`src/rtl/alu_pkg.sv`:
```
// Shared ALU constants: datapath width, shift-amount width, opcode encodings
// and the bit positions of the flags inside the condition-code register.
package alu_pkg;

  localparam int W   = 16;
  localparam int SHW = $clog2(W);

  localparam int NFLAGS = 3;
  localparam int FLAG_C = 0;
  localparam int FLAG_Z = 1;
  localparam int FLAG_N = 2;

  localparam logic [3:0] OP_ADD  = 4'd0;
  localparam logic [3:0] OP_SUB  = 4'd1;
  localparam logic [3:0] OP_AND  = 4'd2;
  localparam logic [3:0] OP_OR   = 4'd3;
  localparam logic [3:0] OP_NOT  = 4'd4;
  localparam logic [3:0] OP_INC  = 4'd5;
  localparam logic [3:0] OP_SHL  = 4'd6;
  localparam logic [3:0] OP_SHR  = 4'd7;
  localparam logic [3:0] OP_SETC = 4'd8;
  localparam logic [3:0] OP_DEC  = 4'd9;
  localparam logic [3:0] OP_XOR  = 4'd10;
  localparam logic [3:0] OP_CLRC = 4'd11;
  localparam logic [3:0] OP_MOV  = 4'd12;
  localparam logic [3:0] OP_NOP  = 4'd13;

endpackage

```
`src/rtl/alu_ccr.sv`:
```
// Condition-code register: one flip-flop per flag, each with its own write
// enable, all cleared together by the synchronous reset.
module alu_ccr
  import alu_pkg::*;
(
  input  logic              clk,
  input  logic              rst,
  input  logic [NFLAGS-1:0] flag_we,
  input  logic [NFLAGS-1:0] flag_d,
  output logic [NFLAGS-1:0] flag_q
);

  logic [NFLAGS-1:0] flag_reg;

  genvar gi;
  generate
    for (gi = 0; gi < NFLAGS; gi = gi + 1) begin : g_flag
      // Reset dominates; otherwise load the new flag value only when enabled.
      always_ff @(posedge clk) begin
        if (rst)
          flag_reg[gi] <= 1'b0;
        else if (flag_we[gi])
          flag_reg[gi] <= flag_d[gi];
      end
    end
  endgenerate

  assign flag_q = flag_reg;

endmodule

```
`src/rtl/alu.sv`:
```
// Execute-stage ALU: combinational result, with carry/zero/negative flags
// captured in a CCR so that each instruction sees its predecessor's flags.
module alu
  import alu_pkg::*;
(
  input  logic         clk,
  input  logic         rst,
  input  logic [W-1:0] in1,
  input  logic [W-1:0] in2,
  input  logic [3:0]   controlSignal,
  output logic [W-1:0] result,
  output logic         carry,
  output logic         zero,
  output logic         neg
);

  logic [SHW-1:0]    sh;
  logic [W:0]        add_sum;
  logic [W:0]        sub_diff;
  logic [W:0]        inc_sum;
  logic [W:0]        dec_diff;
  logic [W:0]        shl_wide;
  logic [W:0]        shr_wide;
  logic              c_next;
  logic              c_we;
  logic              zn_we;
  logic [NFLAGS-1:0] flag_we;
  logic [NFLAGS-1:0] flag_d;
  logic [NFLAGS-1:0] flag_q;

  assign sh = in2[SHW-1:0];

  // One extra bit on each arithmetic path: for add/inc it is the carry-out,
  // for sub/dec it goes high exactly when the subtraction borrows.
  assign add_sum  = {1'b0, in1} + {1'b0, in2};
  assign sub_diff = {1'b0, in1} - {1'b0, in2};
  assign inc_sum  = {1'b0, in1} + (W+1)'(1);
  assign dec_diff = {1'b0, in1} - (W+1)'(1);

  // Shifting through a one-bit extension catches the last bit shifted out:
  // bit W for left shifts, bit 0 for right shifts.
  assign shl_wide = {1'b0, in1} << sh;
  assign shr_wide = {in1, 1'b0} >> sh;

  // Operation decode: result mux plus which flags this opcode writes.
  always_comb begin
    result = in1;
    c_next = 1'b0;
    c_we   = 1'b0;
    zn_we  = 1'b0;
    case (controlSignal)
      OP_ADD:  begin result = add_sum[W-1:0];  c_next = add_sum[W];  c_we = 1'b1; zn_we = 1'b1; end
      OP_SUB:  begin result = sub_diff[W-1:0]; c_next = sub_diff[W]; c_we = 1'b1; zn_we = 1'b1; end
      OP_AND:  begin result = in1 & in2; zn_we = 1'b1; end
      OP_OR:   begin result = in1 | in2; zn_we = 1'b1; end
      OP_NOT:  begin result = ~in1;      zn_we = 1'b1; end
      OP_INC:  begin result = inc_sum[W-1:0];  c_next = inc_sum[W];  c_we = 1'b1; zn_we = 1'b1; end
      // A zero shift moves no bit out, so the carry is left alone.
      OP_SHL:  begin result = shl_wide[W-1:0]; c_next = shl_wide[W]; c_we = (sh != '0); zn_we = 1'b1; end
      OP_SHR:  begin result = shr_wide[W:1];   c_next = shr_wide[0]; c_we = (sh != '0); zn_we = 1'b1; end
      OP_SETC: begin result = in1; c_next = 1'b1; c_we = 1'b1; end
      OP_DEC:  begin result = dec_diff[W-1:0]; c_next = dec_diff[W]; c_we = 1'b1; zn_we = 1'b1; end
      OP_XOR:  begin result = in1 ^ in2; zn_we = 1'b1; end
      OP_CLRC: begin result = in1; c_next = 1'b0; c_we = 1'b1; end
      OP_MOV:  begin result = in2; end
      default: begin result = in1; end
    endcase
  end

  assign flag_we[FLAG_C] = c_we;
  assign flag_we[FLAG_Z] = zn_we;
  assign flag_we[FLAG_N] = zn_we;
  assign flag_d[FLAG_C]  = c_next;
  assign flag_d[FLAG_Z]  = (result == '0);
  assign flag_d[FLAG_N]  = result[W-1];

  alu_ccr u_ccr (
    .clk     (clk),
    .rst     (rst),
    .flag_we (flag_we),
    .flag_d  (flag_d),
    .flag_q  (flag_q)
  );

  assign carry = flag_q[FLAG_C];
  assign zero  = flag_q[FLAG_Z];
  assign neg   = flag_q[FLAG_N];

endmodule

```
`config.mk`:
```
export PLATFORM = sky130hd
export DESIGN_NAME = alu
export DESIGN_NICKNAME = d
export VERILOG_FILES = /design/src/rtl/alu_pkg.sv /design/src/rtl/alu_ccr.sv /design/src/rtl/alu.sv
export SDC_FILE = /design/constraint.sdc
export NUM_CORES = 1
export LEC_CHECK = 0
export ABC_AREA = 1
export CORE_UTILIZATION = 50
export CTS_CLUSTER_SIZE = 10
export DETAILED_ROUTE_END_ITERATION = 8
export PLACE_DENSITY = 0.77
export RECOVER_POWER = 50
export SYNTH_ARGS = -nofsm -noshare
export SYNTH_HDL_FRONTEND = slang
export SYNTH_SLANG_ARGS = --single-unit
```
`constraint.sdc`:
```
create_clock -name clk -period 8.8 [get_ports clk]
set_input_delay 1.76 -clock clk [delete_from_list [all_inputs] [get_ports clk]]
set_output_delay 1.76 -clock clk [all_outputs]
set_load 0.01 [all_outputs]
```
==> run_results.csv <==
group,metric,value,unit
outcome,status,"complete, no violations",
hold_path,min_path_type,"register to register",
setup_path,slowest_delay,0.91,ns
timing,setup_viol,0,
power_and_ir_drop,p_comb_frac,0.801,
timing,skew,0,ns
synth,synth.area.top_cells,"nand2_1, nand3_1, ha_1",
power_and_ir_drop,power_density,70.7,nW/um2
final_layout,synthToLayoutAreaGrowth,10.8,%
timing,setup_tns,0,ns
synth,yosysTopAreaCell,"nand2_1",
die,die_area,12000,um2
synth,async_reset_ff_frac,0,
final_layout,antennaDiodeCount,0,
run,timing.max_cap.violations,0,
cts,post_cts.repair.setup_buffers,0,
power_and_ir_drop,seqPwrFrac,0.034,
power_and_ir_drop,peakVddDrop,62.5,uV
drt,first_pass_iters,7,
timing,hold_viol_final,0,
synth,synth_edf_count,0,
final_layout,final_util,0.580,
place,place_congestion,1.05,
timing,rsz0062_at_grt,"no",
timing,maxSlewHeadroom,0.122,
power_and_ir_drop,switching_share,0.575,
synth,syn_inst,1194,
setup_path,end_kind,"primary output",
die,pin_count,57,
grt,antenna_found_initial,0,
synth,synth_nets,1287,
synth,ys.flop_type,"dfxtp_1",
power_and_ir_drop,power_leakage,0.00336,uW
cts,clkTransAtPathRegs,0.03,ns
power_and_ir_drop,switching_power,260,uW
grt,grtUsageTotal,0.447,
final_layout,fin_nets,1309,
cts,ctsResizeCount,0,
die,die_h,109,um
place,dp_cells,1351,
die,row_count,38,
power_and_ir_drop,p_clk_frac,0.166,
power_and_ir_drop,power,452,uW
final_layout,instances_no_fill,1355,
drt,post_drt_wl_per_cell,19.4,um
synth,ys_seq_area_frac,0.0104,
place,port-buffer-count,56,
grt,grt_pass1_wl,40.1,mm
die,die_x,109,um
drt,vias,8230,
cts,cts_hold_buffers,0,
timing,worst_slew_pin_slew,1.31,ns
setup_path,required,7.04,ns
timing,max_freq,129,MHz
cts,cts_tree,"built",
cts,insertion_delay,0.23,ns
drt,drt_wl_total,26.3,mm
synth,ys_warn_count,0,
timing,fin_crit_sh,0.880,
synth,syn_avg_cell_area,4.84,um2
final_layout,largest_reg_flops,3,
drt,drt_iter0_markers,1294,
grt,grt_remaining_overflow,0,
synth,synth_top_area_share,0.259,
power_and_ir_drop,intPower,192,uW
setup_path,path_max_fanout,22,
setup_path,crit_top_cell,"nand3_1",
grt,grt_pass1_vias,7222,
timing,finalCriticalPeriod,7.74,ns
setup_path,slowest_stage,"nor2_1",
synth,synth_cell_type_count,38,
cts,cts_buffers,3,
synth,syn_area,5770,um2
cts,cts_buffer_depth,2,
setup_path,worst_setup_path_start_kind,"input port",
die,core,11000,um2
setup_path,critical_path_class,"input port to primary output",
synth,ys_ff_latch,3,
drt,antenna_left,0,
grt,grt_max_degree,34,
timing,slew_violations,0,
place,dp_hpwl,20.9,mm
drt,drc,0,
cts,cts-root-buf,"clkbuf_16",
drt,vias_per_cell,6.07,
cts,h-tree-depth,1,
setup_path,worstPathCellList,"clkdlybuf4s50_1 > clkbuf_1 > inv_1 > clkbuf_1 > nor2_1 > nand3_1 > nand2_1 > o21ai_1 > nand3_1 > nor2_1 > nand3_1 > clkdlybuf4s50_1",
die,start_util,0.523,
cts,clkSinkCount,3,
setup_path,arrival,5.98,ns
final_layout,drive_gt1_frac,0.0321,
-- final timing paths --
path                                startpoint                            to  slack, ns  cells past startpoint
hold / removal    u_ccr.flag_q[0]$_SDFFE_PP0P_  u_ccr.flag_q[0]$_SDFFE_PP0P_       0.56                      2
setup / recovery                        in2[2]                    result[11]       1.06                     12
setup reg to reg  u_ccr.flag_q[2]$_SDFFE_PP0P_  u_ccr.flag_q[2]$_SDFFE_PP0P_       8.09                      4
hold reg to reg   u_ccr.flag_q[0]$_SDFFE_PP0P_  u_ccr.flag_q[0]$_SDFFE_PP0P_       0.56                      2
-- cells in the mapped netlist (7+ instances only) --
library cell / count
nand2_1: 399
nand3_1: 237
inv_1: 139
nor2_1: 137
ha_1: 53
o21ai_0: 38
a21oi_1: 33
buf_2: 32
nand4_1: 21
nor3_1: 12
clkbuf_1: 10
inv_2: 8
o22ai_1: 8
nor2_2: 7
-- per-layer routing --
metal	vias up	share of wire	routed length, um	GRT usage
li1	3901	-	-	-
met1	3645	0.40	10500	0.597
met2	585	0.42	11000	0.666
met3	99	0.13	3410	0.113
met4	0	0.053	1390	0.213
met5	-	0	0	0
-- through the flow --
step	setup WS, ns	area, um2	hold WS (ns)
2_1_floorplan	3.31	5770	0.539
6_report	1.06	6400	0.563
3_5_place_dp	1.85	6330	0.556
3_3_place_gp	1.93	6330	0.523
4_1_cts	1.85	6400	0.561
5_1_grt	0.807	6400	0.585
-- logic make-up (layout without fill, tap and decap cells) --
family          Yosys count  after routing  share of synthesized area
simple gates            832            832                      0.621
buf+inv                 198            219                      0.142
compound gates          106            106                      0.105
fa+ha+maj                55             55                      0.122
flops                     3              3                     0.0104
-- final cells by class --
type | instances | area [um2]
timing repair buffer | 67 | 636
clock buffer | 4 | 78.8
sequential | 3 | 60.1
inverter | 148 | 556
multi-input combinational | 993 | 4890
fill | 1248 | 4630
tap | 140 | 175
-- layout by cell type (no fill, tap or decap), drive strengths merged, types with 9 or more instances in the layout --
cell,instances
nand2,404
nor2,147
ha,53
nand3,238
buf,9
nor3,12
a21oi,33
clkdlybuf4s50,48
o21ai,44
inv,147
nand4,21
-- worst max-delay path: cells and delay by family --
family	cells	cell delay, ns
AO/OA/AOI/OAI	1	0.10
buffers and inverters	5	2.40
AND/OR/NAND/NOR	6	1.71
-- power groups by stage --
stage | Clock, uW | Combinational, uW | Sequential (uW)
floorplan | 0 | 226 | 15.7
global route | 75.5 | 394 | 15.3
finish | 75.0 | 362 | 15.2
CTS | 74.2 | 350 | 15.2
global placement | 0 | 348 | 15.3
detailed placement | 0 | 348 | 15.4
No activity file was read; power rests on OpenSTA's default activity.
